### src/rtl/lane_signal_sequencer.sv
// Lane signal sequencer: turns a one-hot arbiter grant into a green/yellow/all-red
// phase on the granted lane, holding off new grants until the phase completes.
module lane_signal_sequencer #(
  parameter int TW        = 8,
  parameter int GREEN_MIN = 4,
  parameter int GREEN_MAX = 10,
  parameter int YELLOW_T  = 3,
  parameter int ALLRED_T  = 2
) (
  input  logic       clk,
  input  logic       rst_n,
  input  logic [1:0] sin,
  input  logic [3:0] aslane,
  input  logic [3:0] lane,
  output logic [3:0] green,
  output logic [3:0] yellow,
  output logic [3:0] red,
  output logic       busy,
  output logic       done,
  output logic       err
);

  localparam logic [1:0] IDLE   = 2'd0;
  localparam logic [1:0] GREEN  = 2'd1;
  localparam logic [1:0] YELLOW = 2'd2;
  localparam logic [1:0] ALLRED = 2'd3;

  localparam logic [TW-1:0] ONE     = TW'(1);
  localparam logic [TW-1:0] CNT_MAX = {TW{1'b1}};
  localparam logic [TW-1:0] G_MIN   = TW'(GREEN_MIN);
  localparam logic [TW-1:0] G_MAX   = TW'(GREEN_MAX);
  localparam logic [TW-1:0] Y_T     = TW'(YELLOW_T);
  localparam logic [TW-1:0] AR_T    = TW'(ALLRED_T);

  logic [1:0]    state_reg, state_next;
  logic [3:0]    cur_reg, cur_next;
  logic [TW-1:0] cnt_reg, cnt_next;
  logic [3:0]    green_reg, yellow_reg, red_reg;
  logic [3:0]    green_next, yellow_next, red_next;
  logic          busy_reg, done_reg, err_reg;
  logic          busy_next, done_next, err_next;

  logic          mode_ok, grant_one, grant_multi, green_end;
  logic [TW-1:0] cnt_inc;

  assign mode_ok     = (sin == 2'b01) || (sin == 2'b10);
  assign grant_multi = (aslane & (aslane - 4'd1)) != 4'd0;
  assign grant_one   = (aslane != 4'd0) && !grant_multi;
  assign cnt_inc     = (cnt_reg == CNT_MAX) ? cnt_reg : cnt_reg + ONE;

  // Max-out, gap-out (actuated only) or a dropped mode all end the green.
  assign green_end = (cnt_reg == G_MAX)
                  || ((sin == 2'b10) && (cnt_reg >= G_MIN) && ((lane & cur_reg) == 4'd0))
                  || !mode_ok;

  always_comb begin
    state_next = state_reg;
    cur_next   = cur_reg;
    cnt_next   = cnt_reg;
    done_next  = 1'b0;
    err_next   = 1'b0;
    case (state_reg)
      IDLE: begin
        if (mode_ok && grant_one) begin
          state_next = GREEN;
          cur_next   = aslane;
          cnt_next   = ONE;
        end else if (mode_ok && grant_multi) begin
          err_next = 1'b1;
        end
      end
      GREEN: begin
        if (green_end) begin
          state_next = YELLOW;
          cnt_next   = ONE;
        end else begin
          cnt_next = cnt_inc;
        end
      end
      YELLOW: begin
        if (cnt_reg == Y_T) begin
          state_next = ALLRED;
          cnt_next   = ONE;
        end else begin
          cnt_next = cnt_inc;
        end
      end
      ALLRED: begin
        if (cnt_reg == AR_T) begin
          state_next = IDLE;
          cur_next   = 4'd0;
          cnt_next   = '0;
          done_next  = 1'b1;
        end else begin
          cnt_next = cnt_inc;
        end
      end
      default: begin
        state_next = IDLE;
        cur_next   = 4'd0;
        cnt_next   = '0;
      end
    endcase
  end

  // Lamps are derived from the next state so they line up with it after the edge.
  genvar gi;
  generate
    for (gi = 0; gi < 4; gi++) begin : g_lamp
      assign green_next[gi]  = (state_next == GREEN) && cur_next[gi];
      assign yellow_next[gi] = (state_next == YELLOW) && cur_next[gi];
      assign red_next[gi]    = ~(green_next[gi] | yellow_next[gi]);
    end
  endgenerate

  assign busy_next = (state_next != IDLE);

  always_ff @(posedge clk) begin
    if (!rst_n) begin
      state_reg  <= IDLE;
      cur_reg    <= 4'd0;
      cnt_reg    <= '0;
      green_reg  <= 4'd0;
      yellow_reg <= 4'd0;
      red_reg    <= 4'hF;
      busy_reg   <= 1'b0;
      done_reg   <= 1'b0;
      err_reg    <= 1'b0;
    end else begin
      state_reg  <= state_next;
      cur_reg    <= cur_next;
      cnt_reg    <= cnt_next;
      green_reg  <= green_next;
      yellow_reg <= yellow_next;
      red_reg    <= red_next;
      busy_reg   <= busy_next;
      done_reg   <= done_next;
      err_reg    <= err_next;
    end
  end

  assign green  = green_reg;
  assign yellow = yellow_reg;
  assign red    = red_reg;
  assign busy   = busy_reg;
  assign done   = done_reg;
  assign err    = err_reg;

endmodule

### config.mk
export PLATFORM = sky130hd
export DESIGN_NAME = lane_signal_sequencer
export DESIGN_NICKNAME = d
export VERILOG_FILES = /design/src/rtl/lane_signal_sequencer.sv
export SDC_FILE = /design/constraint.sdc
export NUM_CORES = 1
export LEC_CHECK = 0
export ABC_AREA = 1
export CORE_MARGIN = 3
export CORE_UTILIZATION = 40
export CTS_CLUSTER_DIAMETER = 40
export DETAILED_ROUTE_END_ITERATION = 7
export PLACE_DENSITY = 0.73
export RECOVER_POWER = 100
export SYNTH_ARGS = -nofsm -noshare
export SYNTH_HDL_FRONTEND = slang
export SYNTH_SLANG_ARGS = --single-unit
### constraint.sdc
create_clock -name clk -period 1.6 [get_ports clk]
set_input_delay 0.32 -clock clk [delete_from_list [all_inputs] [get_ports clk]]
set_output_delay 0.32 -clock clk [all_outputs]
set_load 0.01 [all_outputs]
# Word level (Yosys, flattened, before mapping)
# Cells that the tools add are included.
[word_totals]
regBits = 29
inputBits = 12
wordCells = 77
[classes]
addsub = 2
magnitude_cmp = 1
n_eq_ne = 12
n_mux = 16
bitwise_logic = 12
n_reduce_logical = 25
[ops]
columns = ["operator", "n"]
rows = [
  ["8-bit two-way mux", 5],
  ["8-bit one-hot mux with 4 select lines", 1],
  ["8-bit by 2-bit == test with 1-bit output, second input constant", 2],
  ["1-bit logical AND", 13],
  ["8-bit by 1-bit adder with 8-bit output, second input constant", 1],
  ["4-bit bitwise AND", 2],
  ["2-bit == test, second input constant", 4],
  ["8-bit by 4-bit == test with 1-bit output, second input constant", 1],
  ["8-bit == test, second input constant", 1],
  ["8-bit by 3-bit >= comparator with 1-bit output, second input constant", 1],
  ["2-bit two-way mux", 4],
  ["4-bit two-way mux", 2],
  ["2-bit one-hot mux with 4 select lines", 1],
  ["4-bit one-hot mux with 2 select lines", 1],
  ["4-bit nonzero test", 2],
  ["2-bit by 1-bit == test with 1-bit output, second input constant", 3],
  ["1-bit inverter", 6],
  ["4-bit zero test", 1],
  ["1-bit OR", 4],
  ["4-bit by 1-bit subtractor with 4-bit output, second input constant", 1],
  ["1-bit logical OR", 3],
  ["3-bit OR reduction", 1],
  ["1-bit zero test", 2],
  ["2-bit zero test", 1],
  ["other kinds (4)", 5],
]

# Logic depth before layout (Yosys ltp)
# Gate-level depths: netlist of the first run.
[depth]
depth_word = 12
depth_mapped = 15

# Worst setup path after synthesis of the first run
# No wires, ideal clock.
[synth_path]
path_type = "register to register"
from = "register state_reg[0]"
to = "register red_reg[1], in the netlist red[1]"
arrival_ns = 1.514
t_required_ns = 1.491
slack_ns = -0.023
path_stages_with_launch = 11
path_cell_list = "dfxtp_1 inv_1 ha_1 inv_2 nand2_1 nor2_2 nand2_2 a21oi_4 nand3_1 nand2_1 inv_1"
[synth_between]
elab_chain_cells = 6
[synth_lines]
columns = ["element", "line_no", "rtl"]
rows = [
  ["start, declared", "35", "logic [1:0] state_reg, state_next;"],
  ["start signal, assigned", "130", "state_reg <= state_next;"],
  ["2-bit == test (tied with other cells)", "62", "case (state_reg)"],
  ["2-bit one-hot mux with 4 select lines", "62", ""],
  ["2-bit by 1-bit == test with 1-bit output / 2-bit == test (equally long branches)", "110, 111", ""],
  ["1-bit logical AND, on equally long branches", "110, 111", ""],
  ["1-bit OR *", "112", "assign red_next[gi] = ~(green_next[gi] | yellow_next[gi]);"],
  ["1-bit inverter *", "112", ""],
  ["end signal, assigned", "135", "red_reg <= red_next;"],
  ["end, declared", "38", "logic [3:0] green_reg, yellow_reg, red_reg;"],
]
# Every way passes the cells marked *; elsewhere a longest branch is shown, timed or not.
# A chain may end at the register's enable or synchronous reset.

# Final worst setup path of the first run
[layout_path]
from = "register cnt_reg[0]"
to = "register red_reg[1], in the netlist red[1]"
[layout_between]
elab_chain_cells = 11
[layout_lines]
columns = ["element", "line_no", "rtl"]
rows = [
  ["start, declared", "37", "logic [TW-1:0] cnt_reg, cnt_next;"],
  ["start signal, assigned", "132", "cnt_reg <= cnt_next;"],
  ["8-bit by 3-bit >= comparator with 1-bit output", "53", "|| ((sin == 2'b10) && (cnt_reg >= G_MIN) && ((lane & cur_reg) == 4'd0))"],
  ["1-bit logical AND (2 in series)", "53", ""],
  ["1-bit logical OR", "53", ""],
  ["1-bit logical OR", "54", "|| !mode_ok;"],
  ["2-bit two-way mux", "73", "if (green_end) begin"],
  ["2-bit one-hot mux with 4 select lines", "62", ""],
  ["2-bit by 1-bit == test with 1-bit output / 2-bit == test (equally long branches)", "110, 111", ""],
  ["1-bit logical AND, on equally long branches", "110, 111", ""],
  ["1-bit OR *", "112", ""],
  ["1-bit inverter *", "112", ""],
]
# Marks and branches as above.

==> out/metrics.sh, run 1 <==
RUN_STATUS='finished with violations'
VIOLATED_CHECKS='negative setup slack'
TOP_LEVEL_PORTS=27
CTSLONGESTPATHBUFFERS=2
SYNTH.NET_COUNT=235
SYNTH_COMPOUND_GATE_AREA_SHARE_PCT=10.1
VDD_IR_DROP_MAX_V=0.000663
DPL.HPWL_UM=2860
POWER_DENSITY_nW_PER_UM2=1050
FINAL-MAX-SLEW-VIOLATION-COUNT=0
CP_TOP_FAMILY='simple AND/OR/NAND/NOR gates'
GP_ROUTABILITY_CONGESTION=0.865
WORST_PATH_MAX_DELAY_CELL='sky130_fd_sc_hd__dfxtp_4'
VIA_COUNT=1605
DIEWIDTH_UM=68.1
NUMBER_OF_ANTENNA_VIOLATIONS_AT_THE_FIRST_CHECK_IN_GLOBAL_ROUTING=0
SYNTHESIS.AREA_UM2=1540
CLOCK-SKEW-FINAL_NS=0.00851
TIMING.CRITICAL_PATH.MODE_CELL='sky130_fd_sc_hd__nand2_1'
DETAIL_ROUTE.WL_PER_CELL_UM=12.9
PLACEDINSTANCEAREA_UM2=2070
DRIVE_ABOVE_1_SHARE_PCT=40.8
WORST_SETUP_PATH_END_KIND='flip-flop'
SEQUENTIAL_SHARE_OF_THE_SYNTHESIZED_AREA_PCT=37.6
FINALSETUPVIOLCOUNT=4
DRT_DRC_VIOLATIONS_LEFT=0
SHARE_COMB_OF_TOTAL_POWER_PCT=37.9
GRT_SETUP_UNREPAIRED='yes'
ARRIVAL_NS=1.81
SYNTH.FF_LATCH_COUNT=29
SYN_INST=215
CORE_REGION_AREA_UM2=3520
CTS_TREE='built'
LAYOUT.CELLS.MOST_COMMON_LIST='sky130_fd_sc_hd__nand2_1, sky130_fd_sc_hd__buf_4, sky130_fd_sc_hd__inv_1'
ROUTE.DETAILED.VIAS_PER_INST=4.86
LARGEST_REGISTER_FFS=8
WORST_SKEW_PAIR.LATE_LATENCY_NS=0.28
CTS_INSERTED_BUFFERS=5
POST-ROUTE-MIN-PERIOD_NS=1.63
FRACTION_OF_SYNTHESIZED_AREA_IN_MULTIPLEXERS_PCT=0
FINAL_CYCLE_UTILIZATION_OF_THE_CRITICAL_PATH_PCT=102
CELLLEAKAGEPOWER_nW=1.10
GRT_USE_TOTAL_PCT=20.0
SYNTH.YOSYS.WARNINGS=0
POST_ROUTE_ANT_NETS=0
NUM_ROWS=21
CLOCK_TREE.ROOT_CELL='sky130_fd_sc_hd__clkbuf_8'
FIRST_PASS_GRT_WIRE_LENGTH_UM=6840
MAX_INCR_DELAY_ON_CP_NS=0.37
FIN_WS_NS=-0.0327
SYNTHDISTINCTLIBCELLS=26
CLOCK_NETWORK_FRACTION_OF_TOTAL_POWER_PCT=30.0
DRT_ITER0_DRC=104
FIRST_PASS_ITERS=4
WORST_SETUP_HOLD_PATH_CLK_SLEW_NS=0.06
CHIPHEIGHT_UM=68.1
FINISH.NET_COUNT=303
HOLD_PATH.CLASS='reg2reg'
PATH_MAX_FANOUT=6
IO_BUFFER_COUNT=26
MAXCAPVIOLATIONS=0
TIMING.CRITICAL_PATH.CELLS='inv_4 -> ha_4 -> inv_2 -> nor2_1 -> nand3_2 -> nand3_1 -> nand2_1 -> nand2_1 -> nand2_2 -> nand2_4 -> inv_4 -> nand3_2 -> nand2_1 -> inv_1'
PLACE_INST=314
GLOBAL_ROUTE.OVERFLOW_TOTAL=0
WORST-SETUP-PATH-TYPE='reg2reg'
TIGHTESTPINTRANSITION_NS=0.260
TIMING.CRITICAL_PATH.REQUIRED_NS=1.78
LAYOUTNONFILLERINSTCOUNT=330
LAYOUT.CELLS.MOST_COMMON='sky130_fd_sc_hd__nand2_1'
INTERNAL_POWER_mW=1.75
NET-SWITCHING-POWER_mW=0.833
P_SW_SHARE_PCT=32.3
INITIAL_CORE_UTIL_PCT=43.9
WORST-PATH-BUF-INV=4
AREA_GROWTH_SYN_TO_LAYOUT_PCT=58.4
MAX_CLOCK_FREQ_GHz=0.612
ANTENNA_CELLS=0
H-TREE-DEPTH=2
DIE-AREA_UM2=4640
GRT_MAX_DEGREE=10
AVG_SYNTHESIZED_CELL_AREA_UM2=7.18
SLEW_HEADROOM_PCT=82.5
SYNTH-XOR-AREA-SHARE_PCT=1.70
SYNTH_SIMPLE_GATE_AREA_SHARE_PCT=34.0
YOSYS.AREA_SHARE.ADDER_PCT=6.48
CLKSINKCOUNT=29
POSTCTSHOLDBUFS=0
DETAIL_ROUTE.WIRELENGTH_UM=4240
NUMBER_OF_HOLD_VIOLATIONS_IN_THE_FINAL_REPORT=0
LAYOUT.CELL_AREA.NON_FILLER_UM2=2450
GRT_PASS1_VIAS=1555
WORST_SETUP_PATH_START_KIND='flip-flop'
SEQ_POWER_SHARE_PCT=32.1
SYNTH_TOP_FAMILY_BY_AREA='simple AND/OR/NAND/NOR gates'
## repair_timing
item	4_1_cts	5_1_grt
resized for setup	45	18
buffers inserted	5	3
pin swaps	22	16
endpoints found under the setup margin	27	21
## power groups by stage
| stage | Sequential, mW | Combinational [mW] | Clock [mW] |
|---|---|---|---|
| after floorplan | 0.846 | 0.399 | 0 |
| after global placement | 0.830 | 0.743 | 0 |
| after detailed placement | 0.833 | 0.759 | 0 |
| after CTS | 0.821 | 0.900 | 0.791 |
| after global routing | 0.836 | 1.07 | 0.821 |
| final | 0.829 | 0.977 | 0.773 |
## final cells by class
cell class / count / area [µm²]
clock buffer: 7 / 86.3
clock inverter: 1 / 30.0
fill: 266 / 1070
inverter: 40 / 164
multi-input combinational: 145 / 995
sequential: 29 / 591
tap: 46 / 57.6
timing repair buffer: 62 / 523
## worst min-delay path: stages, from the launching register on
cell and delay (ns):
sky130_fd_sc_hd__dfxtp_2 0.33, sky130_fd_sc_hd__nand2_1 0.08, sky130_fd_sc_hd__a21oi_2 0.05
## synthesized netlist by cell type (all sizes together)
library cell	instances	area, µm²
a31oi	1	6.26
nand2	70	293
o221ai	1	8.76
nor3	2	15.0
o21ai	6	30.0
nand3	21	110
nor4	1	6.26
nor2	17	78.8
dfxtp	29	581
ha	8	100
a21oi	14	111
inv	40	153
xor2	3	26.3
clkbuf	1	3.75
nand4	1	21.3
## cell families (layout without fill, tap and decap cells)
group	count (synthesis)	in the layout
and+or+nand+nor	112	112
buffers and inverters	41	110
adders and majority gates	8	8
xor gates and xnor gates	3	3
DFF	29	29
AOI/OAI and AO/OA	22	22
## final timing paths
check | from | endpoint | slack [ns] | cells past startpoint
worst min register to register | cnt_reg[4]$_SDFFE_PN0P_ | cnt_reg[4]$_SDFFE_PN0P_ | 0.49 | 2
worst min-delay path | cnt_reg[4]$_SDFFE_PN0P_ | cnt_reg[4]$_SDFFE_PN0P_ | 0.49 | 2
worst max-delay path | cnt_reg[0]$_SDFFE_PN0P_ | red[1]$_SDFF_PN1_ | -0.03 | 14
worst max register to register | cnt_reg[0]$_SDFFE_PN0P_ | red[1]$_SDFF_PN1_ | -0.03 | 14
## routing by layer
layer | share of wire, % | global-route usage, %
met5 | 0 | 0
met4 | 3.2 | 10.4
met3 | 5.9 | 4.76
met2 | 49 | 31.8
met1 | 42 | 25.0
## through the flow
stage          power [mW]  hold slack (ns)  setup slack (ns)  util (%)  setup TNS, ns
5_1_grt              2.72            0.513            -0.163      69.5          -1.37
4_1_cts              2.51            0.492          -0.00955      67.0        -0.0122
6_report             2.58            0.493           -0.0327      69.5        -0.0898
3_5_place_dp         1.59            0.495            -0.651      58.8         -12.78
2_1_floorplan        1.24            0.443            0.0216         -              0
3_3_place_gp         1.57            0.487            -0.592      58.8         -11.78
No activity file was read; power rests on OpenSTA's default activity.
==> inputs of run 2 (changes only) <==
--- a/config.mk
+++ b/config.mk
@@ -12,6 +12,8 @@
 export DETAILED_ROUTE_END_ITERATION = 7
 export PLACE_DENSITY = 0.73
 export RECOVER_POWER = 100
+export SKIP_LAST_GASP = 1
 export SYNTH_ARGS = -nofsm -noshare
 export SYNTH_HDL_FRONTEND = slang
 export SYNTH_SLANG_ARGS = --single-unit
+export TNS_END_PERCENT = 30
==> run 2 against run 1 <==
Compared with the run above:
- the flow still finishes with violations (negative setup slack)
- first-iteration DRC count rose by 11%
- combinational power fell by 3.6%
- critical path depth fell by 1
- count of clock-buffer cells in the layout did not move
- highest routed layer unchanged
==> out/metrics.sh, run 2 (synthesis gave the netlist of run 1 again) <==
FINAL_CYCLE_UTILIZATION_OF_THE_CRITICAL_PATH_PCT=101  # -1.1 points
VIOLATED_CHECKS='negative setup slack'
NUM-FILL-CELLS=273  # +2.6%
WORST_SKEW_PAIR.LATE_LATENCY_NS=0.28  # about the same
CHIPHEIGHT_UM=68.1  # unchanged
FF2FF_PATH_DEPTH=13  # -1
POWER_DENSITY_nW_PER_UM2=1060  # +0.10%
DRT_DRC_VIOLATIONS_LEFT=0  # unchanged
PLACEDINSTANCEAREA_UM2=2070  # unchanged
FIN_WS_NS=-0.0156  # +0.0171 ns
AREA_GROWTH_SYN_TO_LAYOUT_PCT=56.4
POST_ROUTE_ANT_NETS=0  # unchanged
FINISH.NET_COUNT=303  # unchanged
CTS_INSERTED_BUFFERS=5  # unchanged
TOP_LEVEL_PORTS=27  # unchanged
GRT_MAX_DEGREE=10  # unchanged
HOLD-PATH-ENDPOINT='cnt_reg[5]$_SDFFE_PN0P_'
PATH_MAX_FANOUT=6  # unchanged
CLOCK_TREE.ROOT_CELL='sky130_fd_sc_hd__clkbuf_8'
NUMBER_OF_ANTENNA_VIOLATIONS_AT_THE_FIRST_CHECK_IN_GLOBAL_ROUTING=0  # unchanged
FIRST_PASS_ITERS=4  # unchanged
DETAIL_ROUTE.WIRELENGTH_UM=4080  # -3.7%
CELLLEAKAGEPOWER_nW=1.10  # +0.15%
GRT_PASS1_VIAS=1553  # -0.13%
TIMING.RR.END='red[0]$_SDFF_PN1_'
WORST_SETUP_PATH_START_KIND='flip-flop'
WORST_SETUP_PATH_END_KIND='flip-flop'
GLOBAL_ROUTE.OVERFLOW_TOTAL=0  # unchanged
R2R_START='cnt_reg[0]$_SDFFE_PN0P_'
FIRST_PASS_GRT_WIRE_LENGTH_UM=6780  # -0.80%
SETUP.REG_TO_REG.WORST_SLACK_NS=-0.02  # +0.02 ns
NUMBER_OF_HOLD_VIOLATIONS_IN_THE_FINAL_REPORT=0  # unchanged
FINAL-MAX-SLEW-VIOLATION-COUNT=0  # unchanged
DPL.HPWL_UM=2860  # unchanged
WORST-SETUP-PATH-TYPE='reg2reg'
POST-ROUTE-MIN-PERIOD_NS=1.62  # -0.0171 ns
ARRIVAL_NS=1.79  # -0.02 ns
DRT_ITER0_DRC=115  # +11%
TIMING.CRITICAL_PATH.REQUIRED_NS=1.78  # about the same
LAYOUT.CELLS.MOST_COMMON_LIST='sky130_fd_sc_hd__nand2_1, sky130_fd_sc_hd__buf_4, sky130_fd_sc_hd__inv_1'
TIMING.HOLD.WORST_PATH_DEPTH=2  # unchanged
LAYOUT.AREA.SEQ_UM2=591  # unchanged
WORST-PATH-BUF-INV=4  # unchanged
LARGEST_REGISTER_FFS=8  # unchanged
LAYOUT.CELLS.MOST_COMMON='sky130_fd_sc_hd__nand2_1'
MAX_CLOCK_FREQ_GHz=0.619  # +1.1%
LAYOUTNONFILLERINSTCOUNT=330  # unchanged
HP-START='cnt_reg[5]$_SDFFE_PN0P_'
CP_TOP_FAMILY='simple AND/OR/NAND/NOR gates'
CTS_TREE='built'
VIA_COUNT=1557  # -3.0%
CLOCK-SKEW-FINAL_NS=0.00995  # +0.00144 ns
TIGHTESTPINTRANSITION_NS=0.248  # -0.0115 ns
INITIAL_CORE_UTIL_PCT=43.9  # unchanged
WORST_PATH_MAX_DELAY_CELL='sky130_fd_sc_hd__dfxtp_4'
SLEW_HEADROOM_PCT=83.3  # +0.78 points
H-TREE-DEPTH=2  # unchanged
MULTI_INPUT_COMB_AREA_UM2=967  # -2.8%
NUM_ROWS=21  # unchanged
ANTENNA_CELLS=0  # unchanged
MAX_INCR_DELAY_ON_CP_NS=0.36  # about the same
GP_ROUTABILITY_CONGESTION=0.865  # unchanged
CORE_REGION_AREA_UM2=3520  # unchanged
DIEWIDTH_UM=68.1  # unchanged
FINALSETUPVIOLCOUNT=4  # unchanged
TIMING.CRITICAL_PATH.CELLS='inv_4 -> ha_4 -> inv_2 -> nor2_4 -> nand2_2 -> nand2_4 -> inv_4 -> nor2_4 -> nand2_4 -> a21oi_4 -> nand3_2 -> nand2_1 -> inv_1'
DETAIL_ROUTE.WL_PER_CELL_UM=12.4  # -3.7%
VDD_IR_DROP_MAX_V=0.000635  # -4.2%
GRT_SETUP_UNREPAIRED='yes'
MAXCAPVIOLATIONS=0  # unchanged
PLACE_INST=314  # unchanged
DRIVE_ABOVE_1_SHARE_PCT=39.1  # -1.8 points
WORST_SETUP_HOLD_PATH_CLK_SLEW_NS=0.07  # about the same
CTSLONGESTPATHBUFFERS=2  # unchanged
HOLD_PATH.CLASS='reg2reg'
LAYOUT.CELL_AREA.NON_FILLER_UM2=2410  # -1.3%
ROUTE.DETAILED.VIAS_PER_INST=4.72  # -3.0%
IO_BUFFER_COUNT=26  # unchanged
CLKSINKCOUNT=29  # unchanged
RUN_STATUS='finished with violations'
DIE-AREA_UM2=4640  # unchanged
CRITPATHLAUNCH='cnt_reg[0]$_SDFFE_PN0P_'
GRT_USE_TOTAL_PCT=19.8  # -0.17 points
## run 2: what timing repair did
item / CTS / global route
setup endpoints to repair: 27 / 22
setup buffers: 5 / 3
hold buffers: 0 / 0
pin swaps: 22 / 12
endpoints found under the hold margin: 0 / 0
gates resized for setup: 44 / 14
## run 2: power breakdown
group / leakage [nW] / switching (mW) / internal, mW
Clock: 0.0585 / 0.271 / 0.507
Sequential: 0.238 / 0.0410 / 0.787
Combinational: 0.805 / 0.510 / 0.431
## run 2: worst max-delay path by stage
| stage | to | slack [ns] | cells after the start |
|---|---|---|---|
| finish | red[0]$_SDFF_PN1_ | -0.02 | 13 |
| global route | red[0]$_SDFF_PN1_ | -0.14 | 14 |
| CTS | red[0]$_SDFF_PN1_ | -0.01 | 13 |
| global placement | red[1]$_SDFF_PN1_ | -0.59 | 11 |
| detailed placement | red[1]$_SDFF_PN1_ | -0.65 | 11 |
| floorplan | red[3]$_SDFF_PN1_ | 0.02 | 9 |
## run 2: metrics by stage
step / power, mW / hold WS [ns] / utilization [%] / setup WS, ns / TNS (ns)
3_3_place_gp: 1.57 / 0.487 / 58.8 / -0.592 / -11.78
5_1_grt: 2.69 / 0.512 / 68.6 / -0.141 / -1.17
4_1_cts: 2.49 / 0.492 / 66.6 / -0.00955 / -0.0139
3_5_place_dp: 1.59 / 0.495 / 58.8 / -0.651 / -12.78
2_1_floorplan: 1.24 / 0.443 / - / 0.0216 / 0
6_report: 2.55 / 0.493 / 68.6 / -0.0156 / -0.0422
## run 2: final cells by class
class / instances / area share [%]
Clock inverter: 1 / 1.24
Timing Repair Buffer: 62 / 21.7
Multi-Input combinational cell: 145 / 40.1
Tap cell: 46 / 2.38
Inverter: 40 / 6.63
Clock buffer: 7 / 3.58
Sequential cell: 29 / 24.5
## run 2: metal layers
layer / vias to the layer above / wire length, µm / part of all wire (%) / GRT usage (%)
met3: 12 / 219 / 5.4 / 4.76
met1: 708 / 1770 / 43 / 24.9
met5: - / 0 / 0 / 0
met2: 40 / 1960 / 48 / 31.3
li1: 797 / - / - / -
met4: 0 / 130 / 3.2 / 10.4
## run 2: tightest hold or removal path, stage by stage (launching register included)
cell,delay [ns]
sky130_fd_sc_hd__dfxtp_2,0.34
sky130_fd_sc_hd__nand2_1,0.06
sky130_fd_sc_hd__a21oi_1,0.05
==> edit: new RTL, config.mk and constraints of run 2 <==
`TW`: 8 -> 7.
--- a/src/rtl/lane_signal_sequencer.sv
+++ b/src/rtl/lane_signal_sequencer.sv
@@ -2,5 +2,5 @@
 // phase on the granted lane, holding off new grants until the phase completes.
 module lane_signal_sequencer #(
-  parameter int TW        = 8,
+  parameter int TW        = 7,
   parameter int GREEN_MIN = 4,
   parameter int GREEN_MAX = 10,
Behaviour: same outputs for any inputs over 10 cycles, from zero or initial values and one cycle with rst_n low; that may be too few to reach the edited logic, so the function may still have changed.
==> edit against run 2 <==
Maximum frequency up 1.2%. Cell count down 3.9%. Clock power down 27%. Sequential share of layout area up 0.13 points. Sequential cell count down 1. Largest power group unchanged. Wire length down 4.4%. Critical path depth down 2. Synthesized area up 2.8%. Worst setup slack better by 0.019 ns. Largest cell class unchanged. Critical endpoint is now cnt_reg[6]. Cell area down 3.3%. Power up 15%.
==> edit: results (changes against run 2) <==
Power and ir drop
  – Worst VDD drop: 0.587 mV (-7.5%)
  – Leak: 1.06 nW (-3.3%)

CTS
  – H-Tree Depth: 1 (-1)
  – CTS clk-pin slew, worst paths: 0.11 ns (+0.04 ns)
  – Total CTS buffers: 3 (-2)
  – Post-CTS sizing: 37 (-16%)

Detailed routing
  – Vias per Instance: 4.85 (+2.7%)
  – Routed met3 length: 137 um (-37%)
  – Total number of vias: 1536 (-1.3%)
  – Detailed Route Iter0 Violations: 79 (-31%)
  – Met2 WL post-DR: 1900 um (-3.5%)
  – DR WL/cell: 12.3 um (-0.44%)
  – DRT met1 WL: 1790 um (+1.5%)

GRT
  – Largest net degree at the start of global routing: 17 (+7)
  – Global Route met3 Usage: 2.27% (-2.5 points)
  – Grt met2 use: 29.0% (-2.2 points)
  – Antenna violations before repair: 0 (unchanged)
  – Global-route usage over all layers: 17.0% (-2.8 points)
  – Number of global-route vias before repair: 1427 (-8.1%)
  – Met1 usage: 22.2% (-2.7 points)

Worst setup path
  – Reg2reg setup slack: 0.01 ns (+0.03 ns)
  – R2R depth: 10 (-3)
  – Highest cell delay on the worst timing path: 0.41 ns (+0.05 ns)
  – End of the critical path: cnt_reg[6]
  – CP max-delay cell: clkdlybuf4s50_1
  – Crit path from: lane[0]

Timing
  – Worst-Margin Slew: 0.327 ns (+0.0787 ns)
  – Final worst setup slack: 0.00295 ns (+0.0186 ns)
  – Setup TNS: 0 ns (+0.0422 ns)
  – Max Clock Skew: 0.0117 ns (+0.00179 ns)

Placed design
  – Placed Instance Area: 2060 sq um (-0.60%)
  – Hpwl dp: 2770 um (-3.0%)

Synthesis
  – Count of different cell masters after synthesis: 28 (+7.7%)
  – Compound-Gate Fraction of Synth Area: 10.3% (+0.12 points)
  – Synth cell count leaders: nand2_1, inv_1, dfxtp_1
  – Mapped Avg Cell Area: 7.38 sq um (+2.8%)
  – Mapped Nets: 236 (+0.43%)
  – XOR/XNOR Fraction of Synth Area: 0% (-1.7 points)

Status
  – Status: finished, final reports clean

Final layout
  – Fill cells: 336 (+23%)
  – # nets final: 291 (-4.0%)
  – Layout cell share with drive strength beyond 1: 41.6% (+2.6 points)

Worst hold path
  – Worst hold start: cnt_reg[6]
==> edit: changes by cell type after synthesis, sizes merged, moves of 2 or more <==
cell	run 2	this run
nand2	70	60
nor2	17	24
nand3	21	17
nand4	1	4
xor2	3	0
o21ai	6	8
==> edit: area by class of cell <==
type / instances / area [sq um] / share of cell area, %
Sequential cell: 28 / 574 / 24.6
Tap cell: 48 / 60.1 / 2.57
Timing Repair Buffer: 52 / 448 / 19.2
Multi-Input combinational cell: 144 / 1030 / 43.9
Clock buffer: 3 / 41.3 / 1.77
Inverter: 41 / 156 / 6.70
Clock inverter: 1 / 30.0 / 1.29
==> edit: power groups by stage <==
stage | registers, mW | clock network (mW) | logic (mW)
after floorplan | 0.869 | 0 | 0.771
after CTS | 0.852 | 0.572 | 1.37
after detailed placement | 0.857 | 0 | 1.27
final | 0.863 | 0.568 | 1.51
after global routing | 0.872 | 0.601 | 1.65
after global placement | 0.853 | 0 | 1.25
